### src/rtl/zebra_pkg.sv
// Shared definitions for the zebra-crossing detector: capture FSM states,
// luma coefficients and default frame geometry.
package zebra_pkg;

   localparam int RGB_W = 24;

   localparam int DEF_IMG_WIDTH  = 640;
   localparam int DEF_IMG_HEIGHT = 480;

   localparam logic [7:0] LUMA_R = 8'd77;
   localparam logic [7:0] LUMA_G = 8'd150;
   localparam logic [7:0] LUMA_B = 8'd29;

   typedef enum logic [2:0] {
      ST_IDLE     = 3'd0,
      ST_WAIT_SOF = 3'd1,
      ST_CAPTURE  = 3'd2,
      ST_START    = 3'd3,
      ST_BUSY     = 3'd4
   } cap_state_t;

   // Coefficients sum to 256, so the weighted sum of 8-bit channels tops out at 65280.
   function automatic logic [15:0] luma_sum(input logic [15:0] pr,
                                            input logic [15:0] pg,
                                            input logic [15:0] pb);
      return pr + pg + pb;
   endfunction

endpackage

### src/rtl/zebra_frame_capture_if.sv
// Camera pixel stream: the camera is the master, the capture block the slave.
interface zebra_frame_capture_if;
   import zebra_pkg::*;

   logic             s_valid;
   logic             s_ready;
   logic [RGB_W-1:0] s_data;
   logic             s_sof;
   logic             s_eol;

   modport master (output s_valid, output s_data, output s_sof, output s_eol, input s_ready);
   modport slave  (input s_valid, input s_data, input s_sof, input s_eol, output s_ready);

endinterface

### src/rtl/rgb_to_luma.sv
// Two-stage RGB888 -> luma pipeline; write address and valid travel alongside the data.
module rgb_to_luma
   import zebra_pkg::*;
#(
   parameter int W      = 8,
   parameter int ADDR_W = 19
)(
   input  logic              clk,
   input  logic              rst_n,
   input  logic              in_valid,
   input  logic [RGB_W-1:0]  in_rgb,
   input  logic [ADDR_W-1:0] in_addr,
   input  logic              flush,
   output logic              s1_valid,
   output logic              out_valid,
   output logic [ADDR_W-1:0] out_addr,
   output logic [W-1:0]      out_data
);

   logic [15:0]       prod_r_r;
   logic [15:0]       prod_g_r;
   logic [15:0]       prod_b_r;
   logic [ADDR_W-1:0] s1_addr_r;
   logic              s1_valid_r;
   logic              s2_valid_r;
   logic [ADDR_W-1:0] s2_addr_r;
   logic [W-1:0]      s2_data_r;

   // Stage 1: per-channel products and the write address
   always_ff @(posedge clk or negedge rst_n) begin
      if (!rst_n) begin
         s1_valid_r <= 1'b0;
         s1_addr_r  <= {ADDR_W{1'b0}};
         prod_r_r   <= 16'd0;
         prod_g_r   <= 16'd0;
         prod_b_r   <= 16'd0;
      end else begin
         s1_valid_r <= in_valid;
         if (in_valid) begin
            s1_addr_r <= in_addr;
            prod_r_r  <= 16'(in_rgb[23:16]) * 16'(LUMA_R);
            prod_g_r  <= 16'(in_rgb[15:8])  * 16'(LUMA_G);
            prod_b_r  <= 16'(in_rgb[7:0])   * 16'(LUMA_B);
         end
      end
   end

   // Stage 2: sum, keep the top W bits, present the BRAM write; flush kills stage 1
   always_ff @(posedge clk or negedge rst_n) begin
      if (!rst_n) begin
         s2_valid_r <= 1'b0;
         s2_addr_r  <= {ADDR_W{1'b0}};
         s2_data_r  <= {W{1'b0}};
      end else begin
         s2_valid_r <= s1_valid_r & ~flush;
         if (s1_valid_r && !flush) begin
            s2_addr_r <= s1_addr_r;
            s2_data_r <= W'(luma_sum(prod_r_r, prod_g_r, prod_b_r) >> (16 - W));
         end
      end
   end

   assign s1_valid  = s1_valid_r;
   assign out_valid = s2_valid_r;
   assign out_addr  = s2_addr_r;
   assign out_data  = s2_data_r;

endmodule

### src/rtl/zebra_frame_capture.sv
// Captures well-formed camera frames as luma into the frame BRAM in raster order
// and hands each stored frame to the detector, holding off new frames until it is done.
module zebra_frame_capture
   import zebra_pkg::*;
#(
   parameter int IMG_WIDTH  = DEF_IMG_WIDTH,
   parameter int IMG_HEIGHT = DEF_IMG_HEIGHT,
   parameter int W          = 8,
   parameter int ADDR_W     = $clog2(IMG_WIDTH * IMG_HEIGHT)
)(
   input  logic                  clk,
   input  logic                  rst_n,
   input  logic                  capture_enable,
   zebra_frame_capture_if.slave  s,
   output logic                  bram_we,
   output logic [ADDR_W-1:0]     bram_addr,
   output logic [W-1:0]          bram_wr_data,
   output logic                  start_detection,
   input  logic                  detection_done,
   output logic                  busy,
   output logic [15:0]           frame_count,
   output logic [15:0]           dropped_frames
);

   localparam int X_W = (IMG_WIDTH  > 1) ? $clog2(IMG_WIDTH)  : 1;
   localparam int Y_W = (IMG_HEIGHT > 1) ? $clog2(IMG_HEIGHT) : 1;
   localparam logic [X_W-1:0]    X_LAST = X_W'(IMG_WIDTH - 1);
   localparam logic [Y_W-1:0]    Y_LAST = Y_W'(IMG_HEIGHT - 1);
   localparam logic [X_W-1:0]    X_ONE  = X_W'(1);
   localparam logic [Y_W-1:0]    Y_ONE  = Y_W'(1);
   localparam logic [ADDR_W-1:0] A_ONE  = ADDR_W'(1);

   cap_state_t        state_r;
   cap_state_t        next_state_s;
   logic [X_W-1:0]    x_r;
   logic [X_W-1:0]    x_nxt_s;
   logic [X_W-1:0]    pos_x_s;
   logic [Y_W-1:0]    y_r;
   logic [Y_W-1:0]    y_nxt_s;
   logic [Y_W-1:0]    pos_y_s;
   logic [ADDR_W-1:0] addr_r;
   logic [ADDR_W-1:0] addr_nxt_s;
   logic [ADDR_W-1:0] pos_addr_s;
   logic              pos_ok_s;
   logic              wr_s;
   logic              flush_s;
   logic              drop_s;
   logic              start_s;
   logic              s1_valid_s;
   logic              start_detection_r;
   logic              busy_r;
   logic [15:0]       frame_count_r;
   logic [15:0]       dropped_r;

   // The camera cannot be stalled
   assign s.s_ready = 1'b1;

   // Next state, raster position of the incoming pixel and frame well-formedness checks
   always_comb begin
      next_state_s = state_r;
      x_nxt_s      = x_r;
      y_nxt_s      = y_r;
      addr_nxt_s   = addr_r;
      pos_x_s      = x_r;
      pos_y_s      = y_r;
      pos_addr_s   = addr_r;
      pos_ok_s     = 1'b0;
      wr_s         = 1'b0;
      flush_s      = 1'b0;
      drop_s       = 1'b0;
      start_s      = 1'b0;

      case (state_r)
         ST_IDLE: begin
            if (capture_enable) next_state_s = ST_WAIT_SOF;
            else                next_state_s = ST_IDLE;
         end
         ST_WAIT_SOF: begin
            if (s.s_valid && s.s_sof) begin
               pos_ok_s   = 1'b1;
               pos_x_s    = {X_W{1'b0}};
               pos_y_s    = {Y_W{1'b0}};
               pos_addr_s = {ADDR_W{1'b0}};
            end else if (!capture_enable) begin
               next_state_s = ST_IDLE;
            end else begin
               next_state_s = ST_WAIT_SOF;
            end
         end
         ST_CAPTURE: begin
            if (s.s_valid) begin
               pos_ok_s = 1'b1;
               // A mid-frame SOF drops the partial frame and restarts on this pixel
               if (s.s_sof) begin
                  drop_s     = 1'b1;
                  flush_s    = 1'b1;
                  pos_x_s    = {X_W{1'b0}};
                  pos_y_s    = {Y_W{1'b0}};
                  pos_addr_s = {ADDR_W{1'b0}};
               end else begin
                  pos_addr_s = addr_r;
               end
            end else begin
               next_state_s = ST_CAPTURE;
            end
         end
         ST_START: begin
            if (!s1_valid_s) begin
               start_s      = 1'b1;
               next_state_s = ST_BUSY;
            end else begin
               next_state_s = ST_START;
            end
         end
         ST_BUSY: begin
            if (detection_done) next_state_s = capture_enable ? ST_WAIT_SOF : ST_IDLE;
            else                next_state_s = ST_BUSY;
         end
         default: begin
            next_state_s = ST_IDLE;
         end
      endcase

      if (pos_ok_s) begin
         if (s.s_eol != (pos_x_s == X_LAST)) begin
            drop_s       = 1'b1;
            flush_s      = 1'b1;
            next_state_s = ST_WAIT_SOF;
         end else begin
            wr_s       = 1'b1;
            addr_nxt_s = pos_addr_s + A_ONE;
            if (pos_x_s == X_LAST) begin
               x_nxt_s = {X_W{1'b0}};
               if (pos_y_s == Y_LAST) begin
                  y_nxt_s      = {Y_W{1'b0}};
                  next_state_s = ST_START;
               end else begin
                  y_nxt_s      = pos_y_s + Y_ONE;
                  next_state_s = ST_CAPTURE;
               end
            end else begin
               x_nxt_s      = pos_x_s + X_ONE;
               y_nxt_s      = pos_y_s;
               next_state_s = ST_CAPTURE;
            end
         end
      end else begin
         wr_s = 1'b0;
      end
   end

   // State, raster position, handshake outputs and frame counters
   always_ff @(posedge clk or negedge rst_n) begin
      if (!rst_n) begin
         state_r           <= ST_IDLE;
         x_r               <= {X_W{1'b0}};
         y_r               <= {Y_W{1'b0}};
         addr_r            <= {ADDR_W{1'b0}};
         start_detection_r <= 1'b0;
         busy_r            <= 1'b0;
         frame_count_r     <= 16'd0;
         dropped_r         <= 16'd0;
      end else begin
         state_r           <= next_state_s;
         x_r               <= x_nxt_s;
         y_r               <= y_nxt_s;
         addr_r            <= addr_nxt_s;
         start_detection_r <= start_s;
         busy_r            <= (next_state_s == ST_START) || (next_state_s == ST_BUSY);
         if (start_s) frame_count_r <= frame_count_r + 16'd1;
         if (drop_s && (dropped_r != 16'hFFFF)) dropped_r <= dropped_r + 16'd1;
      end
   end

   rgb_to_luma #(
      .W      (W),
      .ADDR_W (ADDR_W)
   ) u_luma (
      .clk       (clk),
      .rst_n     (rst_n),
      .in_valid  (wr_s),
      .in_rgb    (s.s_data),
      .in_addr   (pos_addr_s),
      .flush     (flush_s),
      .s1_valid  (s1_valid_s),
      .out_valid (bram_we),
      .out_addr  (bram_addr),
      .out_data  (bram_wr_data)
   );

   assign start_detection = start_detection_r;
   assign busy            = busy_r;
   assign frame_count     = frame_count_r;
   assign dropped_frames  = dropped_r;

endmodule

### src/flat_wrapper.sv
// flat-port wrapper written by rule: the top's interface ports become plain ports
module zebra_frame_capture_flat import zebra_pkg::*;
#(
   parameter int IMG_WIDTH  = DEF_IMG_WIDTH,
   parameter int IMG_HEIGHT = DEF_IMG_HEIGHT,
   parameter int W          = 8,
   parameter int ADDR_W     = $clog2(IMG_WIDTH * IMG_HEIGHT)
)
  (clk, rst_n, capture_enable, bram_we, bram_addr, bram_wr_data, start_detection, detection_done, busy, frame_count, dropped_frames, s_s_valid, s_s_data, s_s_sof, s_s_eol, s_s_ready);
  zebra_frame_capture_if s_i ();
  input  logic clk;
  input  logic rst_n;
  input  logic capture_enable;
  output logic bram_we;
  output logic [ADDR_W-1:0] bram_addr;
  output logic [W-1:0] bram_wr_data;
  output logic start_detection;
  input  logic detection_done;
  output logic busy;
  output logic [15:0] frame_count;
  output logic [15:0] dropped_frames;
  input wire logic [$bits(s_i.s_valid)-1:0] s_s_valid;
  input wire logic [$bits(s_i.s_data)-1:0] s_s_data;
  input wire logic [$bits(s_i.s_sof)-1:0] s_s_sof;
  input wire logic [$bits(s_i.s_eol)-1:0] s_s_eol;
  output wire logic [$bits(s_i.s_ready)-1:0] s_s_ready;
  assign s_i.s_valid = s_s_valid;
  assign s_i.s_data = s_s_data;
  assign s_i.s_sof = s_s_sof;
  assign s_i.s_eol = s_s_eol;
  assign s_s_ready = s_i.s_ready;
  zebra_frame_capture #(.IMG_WIDTH(IMG_WIDTH), .IMG_HEIGHT(IMG_HEIGHT), .W(W), .ADDR_W(ADDR_W)) u_core (.clk(clk), .rst_n(rst_n), .capture_enable(capture_enable), .s(s_i), .bram_we(bram_we), .bram_addr(bram_addr), .bram_wr_data(bram_wr_data), .start_detection(start_detection), .detection_done(detection_done), .busy(busy), .frame_count(frame_count), .dropped_frames(dropped_frames));
endmodule
### config.mk
export PLATFORM = sky130hd
export DESIGN_NAME = zebra_frame_capture_flat
export DESIGN_NICKNAME = d
export VERILOG_FILES = /design/src/rtl/zebra_pkg.sv /design/src/rtl/zebra_frame_capture_if.sv /design/src/rtl/rgb_to_luma.sv /design/src/rtl/zebra_frame_capture.sv /design/src/flat_wrapper.sv
export SDC_FILE = /design/constraint.sdc
export NUM_CORES = 1
export LEC_CHECK = 0
export BUFFER_PORTS_ARGS = -buffer_cell sky130_fd_sc_hd__buf_2
export CORE_MARGIN = 4
export CORE_UTILIZATION = 55
export CTS_CLUSTER_DIAMETER = 80
export DETAILED_ROUTE_END_ITERATION = 10
export PLACE_DENSITY = 0.8
export SYNTH_ARGS = -nofsm -noshare
export SYNTH_HDL_FRONTEND = slang
export SYNTH_SLANG_ARGS = --single-unit
export TNS_END_PERCENT = 5
### constraint.sdc
create_clock -name clk -period 4.1 [get_ports clk]
set_clock_uncertainty 0.1 [all_clocks]
set_input_delay 0 -clock clk [delete_from_list [all_inputs] [get_ports clk]]
set_output_delay 0 -clock clk [all_outputs]
set_load 0.02 [all_outputs]
==> results of run 1 <==
per-layer routing:
metal,up-vias,global-route usage,wire length (um)
li1,4080,-,-
met3,44,0.0337,768
met2,168,0.377,11600
met4,0,0.0728,510
met5,-,0,0
met1,4032,0.268,9550
state kept, by name, summed over array words and instances, names as in the netlist, 3 cells and up:
name / count
u_core.y_r: 9
u_core.state_r: 3
u_core.u_luma.prod_g_r: 15
u_core.u_luma.s1_addr_r: 19
u_core.dropped_frames: 16
u_core.frame_count: 16
u_core.addr_r: 19
u_core.u_luma.prod_r_r: 15
u_core.x_r: 10
u_core.u_luma.prod_b_r: 13
u_core.u_luma.out_addr: 19
u_core.u_luma.out_data: 8
critical path, delay by kind of cell (launching register included):
family	cells	cell delay (ns)
compound gates	2	0.45
simple gates	6	1.01
xor+xnor	1	0.38
flops	1	0.48
fa+ha+maj	1	0.21
buf+inv	2	0.80
kinds of logic (layout without fill, tap and decap cells):
family          after synthesis  count (layout)  synth area share
mux                          35              35            0.0356
fa+ha+maj                   156             156             0.204
simple gates                335             335             0.153
flops                       166             166             0.380
xor+xnor                     63              63            0.0504
other cells                   1               1          0.000343
compound gates              221             221             0.122
buf+inv                     147             256            0.0551
metrics by stage:
| stage | hold slack, ns | cell area (um^2) | power (mW) | std cells | worst slack [ns] |
|---|---|---|---|---|---|
| final | 0.0100 | 12400 | 6.83 | 1498 | 0.565 |
| after CTS | 0.00392 | 12400 | 6.87 | 1498 | 0.582 |
| after floorplan | -0.396 | 10900 | 4.40 | 1124 | 0.601 |
| after detailed placement | 0.00808 | 11600 | 5.21 | 1451 | 0.605 |
| after global placement | 0.0126 | 11600 | 5.10 | 1451 | 0.733 |
| after global routing | 0.0449 | 12400 | 7.40 | 1498 | 0.318 |
synth_stat cells (all sizes together) (15+ instances only):
master  number
inv        111
nand3       39
a31oi       15
nand2      144
nor2        42
buf         18
ha         118
dfrtp      166
xnor2       29
o21ai      106
fa          38
nor3        24
clkbuf      18
mux2        31
o31ai       16
a21oi       31
xor2        34
report_power, final:
part           internal, mW  leakage [nW]  total (mW)  switching (mW)
Combinational          1.24          3.76        2.98            1.74
Sequential             1.97          2.19        2.25           0.284
Clock                 0.830         0.296        1.60           0.769
Total                  4.04          6.25        6.83            2.79
worst max path at each step:
stage	from	endpoint	depth (start not counted)	slack [ns]
after floorplan	u_core.state_r[0]$_DFF_PN0_	u_core.u_luma.out_addr[0]$_DFFE_PN0P_	15	0.60
after global placement	u_core.state_r[0]$_DFF_PN0_	u_core.dropped_frames[1]$_DFFE_PN0P_	11	0.73
after detailed placement	u_core.state_r[0]$_DFF_PN0_	u_core.dropped_frames[1]$_DFFE_PN0P_	11	0.61
after CTS	u_core.state_r[0]$_DFF_PN0_	u_core.dropped_frames[1]$_DFFE_PN0P_	11	0.58
after global routing	u_core.state_r[0]$_DFF_PN0_	u_core.u_luma.prod_g_r[4]$_DFFE_PN0P_	12	0.32
final	u_core.state_r[0]$_DFF_PN0_	u_core.u_luma.prod_g_r[3]$_DFFE_PN0P_	12	0.57
cell type report:
type	instances	area, um^2
Inverter	111	417
Timing Repair Buffer	113	687
Multi-Input combinational cell	811	6200
Sequential cell	166	4150
Clock inverter	15	181
Tap cell	265	332
Fill cell	1609	7130
Clock buffer	17	425
timing repair:
item,4_1_cts,5_1_grt
endpoints found under the hold margin,104,0
hold buffers,15,0
resized for setup,0,0
==> summary.txt, run 1 <==
Worst setup path
  – Data required time of the worst path: 4.35 ns
  – Reg-to-reg critical path endpoint: u_core.u_luma.prod_g_r[3]$_DFFE_PN0P_
  – Crit-path cells: xnor2_1, or3_1, and2_1, ha_1, and3_1, nand3_1, o21ai_1, nand3_4, inv_2, buf_4, nand2_1, o21ai_0
  – Critical Setup Path Class: reg2reg
  – Data arrival at the endpoint of the critical path: about 3.8 ns
  – Worst-path cell with the longest stage delay: inv_2
  – Number of cells on the worst reg-to-reg path: 12
  – Endpoint class of the critical path: flip-flop
  – Startpoint types: flip-flop
  – Longest individual stage delay on the worst path: slightly below 0.5 ns
  – Flop2flop setup slack: ~0.57 ns
  – Critical path peak fanout: 32
  – Reg-to-reg critical path startpoint: u_core.state_r[0]$_DFF_PN0_

STA
  – Worst slew margin relative to its limit: 0.464
  – Timing-limited maximum frequency: 283 MHz
  – Minimum clock period: roughly 3.5 ns
  – Count of pins over their slew limit: 0
  – Final Cycle Share: 0.862
  – Transition time at the pin with the least slew margin: 0.797 ns
  – Sum Neg Setup Slack: 0 ns
  – Final count of negative-setup-slack endpoints: 0
  – Number of hold violations in the final report: 0
  – RSZ-0062 raised after global routing: no

Synth
  – Number of instances in the synthesized netlist: 1124
  – Synthesized netlist net count: 1311
  – Number of synthesized register bits: 166
  – Number of distinct standard cells referenced by the synthesized netlist: 66
  – Synth Warn #: 0
  – Cells taking the most area after synthesis: dfrtp_1, ha_1, fa_1
  – Mean instance size in the synthesized netlist: about 9.7 um^2
  – Post-Synthesis Cell Area: 10900 um^2
  – Cell type contributing the most total cell area after synthesis: dfrtp_1
  – EDFF count, synth: 0
  – Fraction of synthesis flops using an asynchronous set or reset pin: 1.00
  – Fraction of the yosys area taken by sequential cells: 0.380
  – Top flip-flop cell by instance count after synthesis: dfrtp_1
  – Area share of the leading cell type in the synthesized netlist: 0.380

Floorplanning
  – Core Area: between 15000 and 20000 um^2
  – Boundary Pins: 94
  – Row count: 51
  – Area enclosed by the die boundary: approximately 22000 um^2
  – Die width: 149 um
  – Y dimension of the die: ~150 um
  – Effective utilization at floorplan: 0.560

Clock network
  – Later-pin clock latency in the skew report: ~0.43 ns
  – Root cell of the clock tree: clkbuf_16
  – Clock transition at the registers of the reported paths: 0.07 ns
  – Total clock buffers created by CTS: 17
  – Post-CTS Repair Setup Buffers: 0
  – Maximum buffer depth of the clock tree: 2
  – Total number of H-tree levels: 4
  – Clock tree sinks: 166
  – CTS tree: done

Placed design
  – DPL Wire Length: 16500 um
  – GPL Wtd Cong: 0.855
  – Buffers on Ports: 92

Routing
  – Total iterations of the first detailed-routing run: 5
  – Final wirelength: approximately 22000 um
  – Violation count after the first detailed-route iteration: 532
  – Average detailed-routed wire length per instance: approximately 15 um
  – DRC violation count after routing: 0
  – Drt via density: 5.56
  – Number of antenna-violating nets in the routed design: 0
  – Total vias in the final route: 8324

GRT
  – Global route total overflow: 0
  – First-pass GRT wire length: 39000 um
  – Vias in the first global route: 8477
  – Global router's overall resource usage: 0.214
  – Maximum number of pins on one net before global-route repair: about 120
  – Number of antenna violations at the first check in global routing: 0

Hold path
  – Depth of the worst hold-timing path: 5
  – Min-delay worst type: in2reg
  – HP Start: s_s_data[3]
  – WHS Endpoint: u_core.u_luma.prod_b_r[3]$_DFFE_PN0P_

Final layout
  – Util after Layout: 0.635
  – Leading cell type in the layout, fill and taps excluded: dfrtp_1
  – Fraction of final layout cells sized beyond drive strength 1: 0.129
  – Commonest cells after routing, fill and taps aside: dfrtp_1, nand2_1, ha_1
  – Diode insertion count for antenna repair: 0
  – Total number of nets in the final design: 1407
  – Area growth from synthesis to layout: 13.3%

Pwr
  – Highest ir drop seen on vdd: 0.000372 V
  – Pwr/cell area: 551 nW/um^2
  – Static leakage: around 6.3 nW

Outcome
  – Result of the run: finished clean

Run
  – Max-cap viol count: 0
Note: power is estimated with default switching activity, not from simulation.
==> run 2: changes to the inputs <==
--- a/config.mk
+++ b/config.mk
@@ -8,8 +8,10 @@
 export BUFFER_PORTS_ARGS = -buffer_cell sky130_fd_sc_hd__buf_2
 export CORE_MARGIN = 4
 export CORE_UTILIZATION = 55
+export CTS_BUF_LIST = sky130_fd_sc_hd__clkbuf_16
 export CTS_CLUSTER_DIAMETER = 80
 export DETAILED_ROUTE_END_ITERATION = 10
+export HOLD_SLACK_MARGIN = 0.02
 export PLACE_DENSITY = 0.8
 export SYNTH_ARGS = -nofsm -noshare
 export SYNTH_HDL_FRONTEND = slang
==> run 2 against run 1 <==
Against the previous run:
- clock power hardly changed
- global-route usage hardly changed
- non-clock buffer count is 1 higher
- fmax is 0.18% higher
- die area stayed put
- core utilization is 0.051 points higher
==> summary.txt, run 2 (synthesized netlist as in run 1, its figures left out) <==
STA
  – RSZ-0062 raised after global routing: no
  – Number of hold violations in the final report: 0 (unchanged)
  – Timing-limited maximum frequency: 283 MHz (+0.18%)
  – Transition time at the pin with the least slew margin: 0.780 ns (-0.0170 ns)
  – Minimum clock period: 3.53 ns (-0.00637 ns)
  – Final count of negative-setup-slack endpoints: 0 (unchanged)
  – Final Cycle Share: 0.861 (-0.00155)
  – Worst slew margin relative to its limit: 0.474 (+0.0104)
  – Count of pins over their slew limit: 0 (unchanged)
  – Sum Neg Setup Slack: 0 ns (unchanged)

Routing
  – Final wirelength: 22400 um (about the same)
  – Number of antenna-violating nets in the routed design: 0 (unchanged)
  – DRC violation count after routing: 0 (unchanged)
  – Violation count after the first detailed-route iteration: 563 (+5.8%)
  – Drt via density: 5.56 (about the same)
  – Total vias in the final route: 8328 (+0.048%)
  – Total iterations of the first detailed-routing run: 6 (+1)
  – Average detailed-routed wire length per instance: 14.9 um (about the same)

Pwr
  – Internal Power: 4.04 mW (about the same)
  – Switching share of total power: 0.409 (about the same)
  – Sw power: 2.79 mW (about the same)
  – Pwr/cell area: 551 nW/um^2 (about the same)
  – Static leakage: 6.26 nW (about the same)
  – Portion of total power attributed to the clock network: 0.234 (about the same)
  – Highest ir drop seen on vdd: 0.000372 V (+0.16%)
  – Sequential cell fraction of total power: 0.330 (about the same)
  – PnR Total Power: 6.83 mW (about the same)
  – Comb pwr share: 0.437 (about the same)

Clock network
  – Later-pin clock latency in the skew report: 0.43 ns (about the same)
  – Total number of H-tree levels: 4 (unchanged)
  – Post-CTS Repair Setup Buffers: 0 (unchanged)
  – Maximum buffer depth of the clock tree: 2 (unchanged)
  – Clock transition at the registers of the reported paths: 0.07 ns (about the same)
  – Total clock buffers created by CTS: 17 (unchanged)
  – Root cell of the clock tree: clkbuf_16
  – Clock tree sinks: 166 (unchanged)
  – CTS tree: done

Final layout
  – Commonest cells after routing, fill and taps aside: dfrtp_1, nand2_1, ha_1
  – Leading cell type in the layout, fill and taps excluded: dfrtp_1
  – Total number of nets in the final design: 1408 (+0.071%)
  – Fraction of final layout cells sized beyond drive strength 1: 0.129 (about the same)
  – Fillcell total: 1605 (-0.25%)
  – Multi-input combinational cell area: 6200 um^2 (unchanged)
  – Area of all sequential standard cells: 4150 um^2 (unchanged)
  – Diode insertion count for antenna repair: 0 (unchanged)
  – Area growth from synthesis to layout: 13.4% (about the same)

GRT
  – Number of antenna violations at the first check in global routing: 0 (unchanged)
  – Global route total overflow: 0 (unchanged)
  – First-pass GRT wire length: 39100 um (+0.12%)
  – Maximum number of pins on one net before global-route repair: 117 (unchanged)
  – Global router's overall resource usage: 0.214 (+0.000261)
  – Vias in the first global route: 8494 (+0.20%)

Floorplanning
  – Boundary Pins: 94 (unchanged)
  – Die width: 149 um (unchanged)
  – Y dimension of the die: 149 um (unchanged)
  – Area enclosed by the die boundary: 22200 um^2 (unchanged)
  – Core Area: 19500 um^2 (unchanged)
  – Effective utilization at floorplan: 0.560 (unchanged)
  – Row count: 51 (unchanged)

Worst setup path
  – Startpoint types: flip-flop
  – Critical Setup Path Class: reg2reg
  – Endpoint class of the critical path: flip-flop
  – Critical path peak fanout: 15 (-53%)
  – Data arrival at the endpoint of the critical path: 3.75 ns (-0.03 ns)
  – Data required time of the worst path: 4.32 ns (-0.03 ns)
  – Flop2flop setup slack: 0.57 ns (about the same)

Hold path
  – Min-delay worst type: in2reg

Placed design
  – Buffers on Ports: 92 (unchanged)
  – DPL Wire Length: 16500 um (unchanged)
  – GPL Wtd Cong: 0.855 (unchanged)

Run
  – Max-cap viol count: 0 (unchanged)

Outcome
  – Result of the run: finished clean
-- run 2: final cells by class --
type                       count  share of cell area
inverter                     111              0.0336
sequential                   166               0.335
clock buffer                  17              0.0343
multi-input combinational    811               0.500
clock inverter                15              0.0146
timing repair buffer         114              0.0562
tap                          265              0.0267
-- run 2: worst max-delay path, stage by stage, from the launching register on --
cell and delay (ns):
dfrtp_1 0.48, xnor2_1 0.38, or3_1 0.20, and2_1 0.13, ha_1 0.21, nand3_1 0.21
nor3_4 0.40, nand3_1 0.21, a31o_1 0.33, buf_4 0.23, nor2_1 0.20, mux2_1 0.34
-- run 2: power groups by stage --
stage / Sequential (mW) / Clock (mW) / Combinational [mW]
floorplan: 2.30 / 0 / 2.10
global placement: 2.27 / 0 / 2.83
detailed placement: 2.28 / 0 / 2.93
CTS: 2.25 / 1.62 / 2.99
global route: 2.29 / 1.69 / 3.41
finish: 2.25 / 1.60 / 2.98
-- run 2: per-stage QoR --
| stage | instance area [um^2] | utilization | hold slack, ns | instances | setup slack (ns) |
|---|---|---|---|---|---|
| finish | 12400 | 0.635 | 0.0356 | 1499 | 0.572 |
| global route | 12400 | 0.635 | 0.0619 | 1499 | 0.318 |
| CTS | 12400 | 0.635 | 0.0391 | 1499 | 0.582 |
| detailed placement | 11600 | 0.596 | 0.00808 | 1451 | 0.605 |
| global placement | 11600 | 0.596 | 0.0126 | 1451 | 0.733 |
| floorplan | 10900 | - | -0.396 | 1124 | 0.601 |
-- run 2: timing repair --
action                    in CTS  in global routing
resized for setup              0                  0
hold buffers                  16                  0
hold endpoints to repair     105                  0
-- run 2: metal layers --
metal | global-route usage | share of wire
met3 | 0.0337 | 0.034
met2 | 0.378 | 0.52
met5 | 0 | 0
met4 | 0.0728 | 0.021
met1 | 0.268 | 0.43
-- run 2: path summary, 6_finish.rpt --
check,startpoint,to,cells after the start
max in group asynchronous,rst_n,u_core.u_luma.prod_b_r[7]$_DFFE_PN0P_,3
setup / recovery,u_core.state_r[0]$_DFF_PN0_,u_core.dropped_frames[1]$_DFFE_PN0P_,11
min in group asynchronous,rst_n,u_core.u_luma.out_addr[3]$_DFFE_PN0P_,2
setup reg to reg,u_core.state_r[0]$_DFF_PN0_,u_core.dropped_frames[1]$_DFFE_PN0P_,11
hold / removal,s_s_data[23],u_core.u_luma.prod_r_r[13]$_DFFE_PN0P_,4
hold reg to reg,u_core.frame_count[15]$_DFFE_PN0P_,u_core.frame_count[15]$_DFFE_PN0P_,1
